--- src/rtl/fpmul_arbiter.sv ---
// Round-robin arbiter sharing one multi-cycle fpmul among N_REQ requesters.
// Optional watchdog on the fpmul wait enabled by defining FPMUL_ARB_WDT_EN.
`timescale 1ns/1ps
module fpmul_arbiter #(
    parameter int N_REQ   = 4,
    parameter int N_BIT   = 32,
    parameter int ID_BIT  = $clog2(N_REQ),
    parameter int TIMEOUT = 64
) (
    input  logic                   clk,
    input  logic                   rst_n,
    input  logic [N_REQ-1:0]       req_valid,
    input  logic [N_REQ*N_BIT-1:0] req_a,
    input  logic [N_REQ*N_BIT-1:0] req_b,
    output logic [N_REQ-1:0]       req_ready,
    output logic                   rsp_valid,
    input  logic                   rsp_ready,
    output logic [ID_BIT-1:0]      rsp_id,
    output logic [N_BIT-1:0]       rsp_data,
    output logic                   rsp_err,
    output logic [N_BIT-1:0]       mul_a,
    output logic [N_BIT-1:0]       mul_b,
    output logic                   mul_start,
    input  logic                   mul_ready,
    input  logic [N_BIT-1:0]       mul_out,
    output logic                   busy
);
    localparam int CW = ID_BIT + 1;

    if (N_REQ < 2 || N_REQ > 8 || TIMEOUT < 1) begin : g_param_check
        $error("fpmul_arbiter: parameter out of range");
    end

    typedef enum logic [1:0] {
        IDLE  = 2'd0,
        ISSUE = 2'd1,
        WAIT  = 2'd2,
        RESP  = 2'd3
    } state_t;

    state_t            state_q, state_d;
    logic [ID_BIT-1:0] ptr_q, ptr_d;
    logic [ID_BIT-1:0] id_q, id_d;
    logic [N_BIT-1:0]  a_q, a_d;
    logic [N_BIT-1:0]  b_q, b_d;
    logic [N_BIT-1:0]  data_q, data_d;
    logic              start_q, start_d;
    logic              valid_q, valid_d;
    logic              busy_q, busy_d;

    logic              gnt_found_s;
    logic [ID_BIT-1:0] gnt_id_s;
    logic              grant_s;
    logic [N_BIT-1:0]  sel_a_s, sel_b_s;

    // Round-robin search: lowest offset from ptr+1 wins, so scan offsets high to low.
    always_comb begin
        logic [CW-1:0] cand;
        cand        = '0;
        gnt_found_s = 1'b0;
        gnt_id_s    = '0;
        for (int k = N_REQ; k >= 1; k--) begin
            cand = {1'b0, ptr_q} + CW'(k);
            if (cand >= CW'(N_REQ)) begin
                cand = cand - CW'(N_REQ);
            end else begin
                cand = cand;
            end
            if (req_valid[cand[ID_BIT-1:0]]) begin
                gnt_found_s = 1'b1;
                gnt_id_s    = cand[ID_BIT-1:0];
            end else begin
                gnt_found_s = gnt_found_s;
            end
        end
    end

    // Operand select for the winning requester.
    always_comb begin
        sel_a_s = '0;
        sel_b_s = '0;
        for (int i = 0; i < N_REQ; i++) begin
            if (gnt_id_s == ID_BIT'(i)) begin
                sel_a_s = req_a[i*N_BIT +: N_BIT];
                sel_b_s = req_b[i*N_BIT +: N_BIT];
            end else begin
                sel_a_s = sel_a_s;
            end
        end
    end

    // Accept strobe is combinational so the grant lands in the cycle req_valid is seen.
    assign grant_s   = rst_n && (state_q == IDLE) && gnt_found_s;
    assign req_ready = grant_s ? ({{(N_REQ-1){1'b0}}, 1'b1} << gnt_id_s) : {N_REQ{1'b0}};

`ifdef FPMUL_ARB_WDT_EN
    localparam int WDT_BIT = $clog2(TIMEOUT + 1);

    // Canonical quiet NaN for the supported IEEE widths.
    function automatic logic [N_BIT-1:0] qnan_f();
        logic [N_BIT-1:0] v;
        case (N_BIT)
            16:      v = N_BIT'(16'h7E00);
            64:      v = N_BIT'(64'h7FF8_0000_0000_0000);
            default: v = N_BIT'(32'h7FC0_0000);
        endcase
        return v;
    endfunction

    logic [WDT_BIT-1:0] wdt_q, wdt_d;
    logic               err_q, err_d;
    logic               wdt_exp_s;

    assign wdt_exp_s = (wdt_q == WDT_BIT'(TIMEOUT - 1));

    // Watchdog count and error flag.
    always_comb begin
        wdt_d = wdt_q;
        err_d = err_q;
        if (state_q == ISSUE) begin
            wdt_d = '0;
        end else if (state_q == WAIT) begin
            wdt_d = wdt_q + WDT_BIT'(1);
        end else begin
            wdt_d = wdt_q;
        end
        if (grant_s) begin
            err_d = 1'b0;
        end else if (state_q == WAIT && !mul_ready && wdt_exp_s) begin
            err_d = 1'b1;
        end else if (state_q == RESP && rsp_ready) begin
            err_d = 1'b0;
        end else begin
            err_d = err_q;
        end
    end

    // Watchdog registers.
    always_ff @(posedge clk or negedge rst_n) begin
        if (!rst_n) begin
            wdt_q <= '0;
            err_q <= 1'b0;
        end else begin
            wdt_q <= wdt_d;
            err_q <= err_d;
        end
    end

    assign rsp_err = err_q;
`else
    assign rsp_err = 1'b0;
`endif

    // Next-state and datapath capture.
    always_comb begin
        state_d = state_q;
        ptr_d   = ptr_q;
        id_d    = id_q;
        a_d     = a_q;
        b_d     = b_q;
        data_d  = data_q;
        case (state_q)
            IDLE: begin
                if (grant_s) begin
                    state_d = ISSUE;
                    id_d    = gnt_id_s;
                    a_d     = sel_a_s;
                    b_d     = sel_b_s;
                end else begin
                    state_d = IDLE;
                end
            end
            ISSUE: begin
                state_d = WAIT;
            end
            WAIT: begin
                if (mul_ready) begin
                    data_d  = mul_out;
                    state_d = RESP;
                end
`ifdef FPMUL_ARB_WDT_EN
                else if (wdt_exp_s) begin
                    data_d  = qnan_f();
                    state_d = RESP;
                end
`endif
                else begin
                    state_d = WAIT;
                end
            end
            RESP: begin
                if (rsp_ready) begin
                    state_d = IDLE;
                    ptr_d   = id_q;
                end else begin
                    state_d = RESP;
                end
            end
            default: begin
                state_d = IDLE;
            end
        endcase
        start_d = (state_d == ISSUE);
        valid_d = (state_d == RESP);
        busy_d  = (state_d != IDLE);
    end

    // State, datapath and registered output flags.
    always_ff @(posedge clk or negedge rst_n) begin
        if (!rst_n) begin
            state_q <= IDLE;
            ptr_q   <= ID_BIT'(N_REQ - 1);
            id_q    <= '0;
            a_q     <= '0;
            b_q     <= '0;
            data_q  <= '0;
            start_q <= 1'b0;
            valid_q <= 1'b0;
            busy_q  <= 1'b0;
        end else begin
            state_q <= state_d;
            ptr_q   <= ptr_d;
            id_q    <= id_d;
            a_q     <= a_d;
            b_q     <= b_d;
            data_q  <= data_d;
            start_q <= start_d;
            valid_q <= valid_d;
            busy_q  <= busy_d;
        end
    end

    assign mul_a     = a_q;
    assign mul_b     = b_q;
    assign mul_start = start_q;
    assign rsp_valid = valid_q;
    assign rsp_id    = id_q;
    assign rsp_data  = data_q;
    assign busy      = busy_q;

endmodule
--- config.mk ---
export PLATFORM = sky130hd
export DESIGN_NAME = fpmul_arbiter
export DESIGN_NICKNAME = d
export VERILOG_FILES = /design/src/rtl/fpmul_arbiter.sv
export SDC_FILE = /design/constraint.sdc
export NUM_CORES = 1
export LEC_CHECK = 0
export BUFFER_PORTS_ARGS = -buffer_cell sky130_fd_sc_hd__buf_2
export CAP_MARGIN = 20
export CORE_AREA = 3 3 154 156
export CTS_BUF_LIST = sky130_fd_sc_hd__clkbuf_16
export DETAILED_ROUTE_END_ITERATION = 8
export DIE_AREA = 0 0 157 159
export PLACE_DENSITY = 0.51
export SLEW_MARGIN = 20
export SYNTH_ARGS = -nofsm -noshare
export SYNTH_HDL_FRONTEND = slang
export SYNTH_SLANG_ARGS = --single-unit
--- constraint.sdc ---
create_clock -name clk -period 3.6 [get_ports clk]
set_input_delay 0.72 -clock clk [delete_from_list [all_inputs] [get_ports clk]]
set_output_delay 0.72 -clock clk [all_outputs]
set_load 0.005 [all_outputs]
* Word-level counts from Yosys, hierarchy flattened
Index checks and enable logic that the tools add are counted.
Storage, ports and cells: register bits 105, input bits 296, output and inout port bits 106, word-level logic and storage cells 75
Operators by class: add/subtract/negate cells 8, order comparisons 8, equal/unequal tests 8, shifts and indexed selects 1, multiplexer cells 33, reductions and logical operators 8
Operator list (count):
- 2-to-1 mux 32 bit | 8
- 2-to-1 mux 2 bit | 9
- >= comparator 3 bit, second input constant | 4
- < comparator 2 x 3 -> 1 bit, second input constant | 4
- equality test 2 bit, second input constant | 5
- 2-to-1 mux 1 bit | 10
- binary-select mux 1 bit (select 2 bit) | 4
- one-hot mux 2 bit (4 select lines) | 1
- subtractor 2 x 1 -> 2 bit, second input constant | 4
- adder 2 x 2 -> 3 bit, second input constant | 2
- equality test 2 x 1 -> 1 bit, second input constant | 3
- AND reduction 2 bit | 3
- logical NOT 2 bit | 2
- 2-to-1 mux 4 bit | 1
- left shift 1 x 2 -> 4 bit, first input constant | 1
- adder 2 x 1 -> 3 bit, second input constant | 1
- adder 2 x 3 -> 3 bit, second input constant | 1
- logical AND 1 bit | 2
- nonzero test 2 bit | 1

* Depth between registers and ports, before layout
depth in word-level cells 14, depth in mapped cells 9, gate-level depth less buffers 6

* Least setup slack after synthesis
OpenSTA, ideal clock, no wires.
path kind input to output, start point input req_valid[0], end point output req_ready[3], arrival time 1.767 ns, data required time 2.880 ns, setup slack 1.113 ns, stages 6, path buffers 2, cell sequence o21ai_1 > o21ai_1 > a221oi_2 > buf_4 > buf_6 > and3_1
Between the ends: cells in the longest elaborated chain, start to end 8, elaborated cells between the ends (all ways) 19, those cells by class shift: 1; mux: 17; reduce/logical: 1
Ends and longest elaborated chain:
- start, declared | RTL line 12 | input logic [N_REQ-1:0] req_valid,
- binary-select mux 1 bit (select 2 bit) | RTL line 69 | if (req_valid[cand[ID_BIT-1:0]]) begin
- 2-to-1 mux 1 bit (not written as such) | RTL line 69
- 2-to-1 mux 2 bit or 2-to-1 mux 1 bit (tied branches) (4 in series) | RTL line 69
- left shift 1 x 2 -> 4 bit or logical AND 1 bit (tied branches) | RTL line 94, 93
- 2-to-1 mux 4 bit * | RTL line 94 | assign req_ready = grant_s ? ({{(N_REQ-1){1'b0}}, 1'b1} << gnt_id_s) : {N_REQ{1'b0}};
- end, declared | RTL line 15 | output logic [N_REQ-1:0] req_ready,
Mark *: on every way between the ends. The rest lies on a longest branch, timed or not. The select of a mux whose other input is x is not followed.

* Worst setup path after layout
start point input req_valid[3], end point output req_ready[0]
Same word-level chain as after synthesis.

==> summary.md <==
| Metric | Value |
|---|---|
| Dpl cell area | about 7600 µm² |
| FP Rows | 55 |
| # hold bufs at CTS | 0 |
| GPL Wtd Cong | approximately 0.83 |
| Insertion delay to the later sink of the worst-skew pair | approximately 0.35 ns |
| Top cell type's share of synthesized area | 47.6% |
| Largest net degree at the start of global routing | 68 |
| Post-synth EDFFs | 0 |
| Dpl hpwl | roughly 17 mm |
| Setup CP Type | input port to output pin |
| Initial drt markers | ~280 |
| Root buf cell | clkbuf_16 |
| Register area share after synthesis | 48.6% |
| Final Cell Area | just under 8000 µm² |
| Least-Margin Pin Slew | about 0.93 ns |
| Global-route wire length before repair | between 30 and 40 mm |
| CP Launch Type | input port |
| Longest Clk Path Bufs | 2 |
| Die Wd | 157 µm |
| Slew margin rel. | 38.1% |
| Crit share post-route | between 70 and 80% |
| GRT Total Usage | approximately 17% |
| Core ar. | around 23000 µm² |
| Initial antenna violation count | 2 |
| Worst Skew | between 0.01 and 0.015 ns |
| Starting Density | 24.0% |
| Worst Path Max Fanout | 27 |
| Multiplexer share of the synthesized area | a little over a tenth |
| Netlist cell types | 36 |
| CTS tree | yes |
| Top post-synthesis cells by area | dfrtp_1, nand2_1, o221ai_1 |
| Post-Synth XOR/XNOR Area | 0% |
| Layout cells sized above 1 | ~52% |
| Area Growth Syn to Fin | 46.4% |
| Worst EP required | approximately 2.9 ns |
| Yosys warns | 0 |
| Setup TNS | 0 ns |
| Number of setup violations in the final report | 0 |
| DIE AREA | ~25000 µm² |
| VDD IR max | about 0.00028 V |
| Synth Area in Simple Gates | 13.1% |
| RSZ-0062 raised after global routing | no |
| Via count | just under 6000 |
| Cells after synthesis | around 540 |
| Largest family of logic cells by synthesized area | compound AO/OA/AOI/OAI gates |
| First-pass detailed-route iteration total | 4 |
| I/O pin total | 402 |
| Vias in the first global route | between 6000 and 7000 |
| Die height | around 160 µm |
| Inserted Clock Buffers | 9 |
| H-tree Lvls | 3 |
| Synth Area in Compound Gates | 22.1% |
| Cell Count, Final, Fillers Out | ~1200 |
| Drc violations | 0 |
| Max Clk Rate | 357 MHz |
| Final hold vios | 0 |
| Clock Sinks | around 110 |
| Max cap viols | 0 |
| Seq cells post-synth | 105 |
| # Post-CTS Setup Buffers | 0 |
| Dpl cells | approximately 1200 |
| Avg WL per Cell | 18.6 µm |
| Clock-pin slew on the worst setup and hold paths | approximately 0.08 ns |
| Final min period | around 2.8 ns |
| Post-Syn Area | 5410 µm² |
| Status | completed |
| Yosys top cell by area | dfrtp_1 |
| Avg Cell Area, Syn | between 10 and 15 µm² |
| Syn nets | approximately 840 |
| Leak | 3.97 nW |
| Routed WL | between 20 and 25 mm |
| WHS | between 0.4 and 0.5 ns |
| Filler Cell Count | about 2400 |
| Ys async rst share | 100% |
| Adder-cell area share of the yosys netlist | 0% |
| Worst EP arrival | roughly 2.1 ns |
| PortBufs | 400 |
| Synth Flop Type | dfrtp_1 |
| DRT antenna net count | 0 |
| Nets | between 1000 and 1500 |
| Crit path capture type | output pin |
| Via density per instance | roughly 4.9 |
| Post_cts resized | 0 |
| Overflow after GRT | 0 |
| Pwr dens | 717 nW/µm² |
| Hold crit path type | input port to async pin |
| Max Slew Vio Count | 0 |
[flip-flops by register name, summed over array words and instances, names as in the netlist]
signal     cells
mul_a         32
mul_b         32
rsp_data      32
ptr_q          2
rsp_id         2
state_q        2
busy           1
mul_start      1
rsp_valid      1
[worst max-delay path, cell delays in order]
cell,delay [ns]
buf_2,0.14
nor2_1,0.26
a21o_2,0.26
buf_4,0.33
or2_1,0.17
nor2_1,0.05
buf_2,0.14
[cell usage in the layout, fill, tap and decap left out, types with 9 or more instances in the layout]
cell and n:
clkbuf_16 9, a32oi_1 43, nand2_1 133, mux2i_1 21
nor2_1 30, buf_4 14, mux2_2 34, o22ai_1 22
buf_2 399, o221ai_1 44, a221oi_1 21, dfrtp_1 103
[report_power, final]
group	switching (mW)	internal [mW]
Combinational	1.40	1.18
Sequential	0.333	1.78
Clock	0.501	0.486
[logic make-up after synthesis]
kind of cell    after synthesis
simple gates                179
other cells                   1
buf+inv                      54
compound gates              145
mux                          55
flops                       105
[Yosys cell counts (all sizes together), types with 2 or more instances]
library cell,n
o22ai,23
a21o,2
buf,39
nor2,31
nand2,134
nand2b,5
dfstp,2
mux2i,21
o21ai,3
nor2b,3
o21a,3
o221ai,44
clkbuf,12
mux2,34
a221oi,22
dfrtp,103
a32oi,43
inv,3
[per-stage QoR]
stage	util [%]	setup WS, ns	power, mW
after global placement	33.9	0.794	4.75
after CTS	35.2	0.710	5.78
after detailed placement	33.9	0.802	4.76
after floorplan	-	1.11	3.55
final	35.2	0.800	5.68
after global routing	35.2	0.637	6.12
[path summary, 6_finish.rpt]
path / startpoint / end / slack [ns] / cells after the start
hold reg to reg: rsp_data[7] / rsp_data[7] / 0.50 / 1
min in group clk: rsp_data[7] / rsp_data[7] / 0.50 / 1
setup / recovery: req_valid[3] / req_ready[0] / 0.80 / 7
hold / removal: rst_n / mul_a[27] / 0.45 / 2
setup reg to reg: ptr_q[1] / mul_a[18] / 1.18 / 6
max in group asynchronous: rst_n / rsp_data[7] / 1.86 / 3
[area by class of cell]
| type | count | area [µm²] | share of cell area (%) |
|---|---|---|---|
| flip-flops and latches | 105 | 2630 | 33.2 |
| multi-input cells | 380 | 2530 | 31.9 |
| repair buffers | 413 | 2100 | 26.5 |
| well taps | 285 | 357 | 4.50 |
| clock buffers | 9 | 225 | 2.84 |
| clock inverters | 7 | 62.6 | 0.790 |
| inverters | 3 | 11.3 | 0.142 |
| diodes | 1 | 2.50 | 0.0316 |
[routing by layer]
metal  routed length, µm  global-route usage [%]
met1                8550                    19.6
met2               11600                    31.0
met3                1780                    4.08
met4                 463                    5.05
met5                   0                       0
No activity file was read; power rests on OpenSTA's default activity.
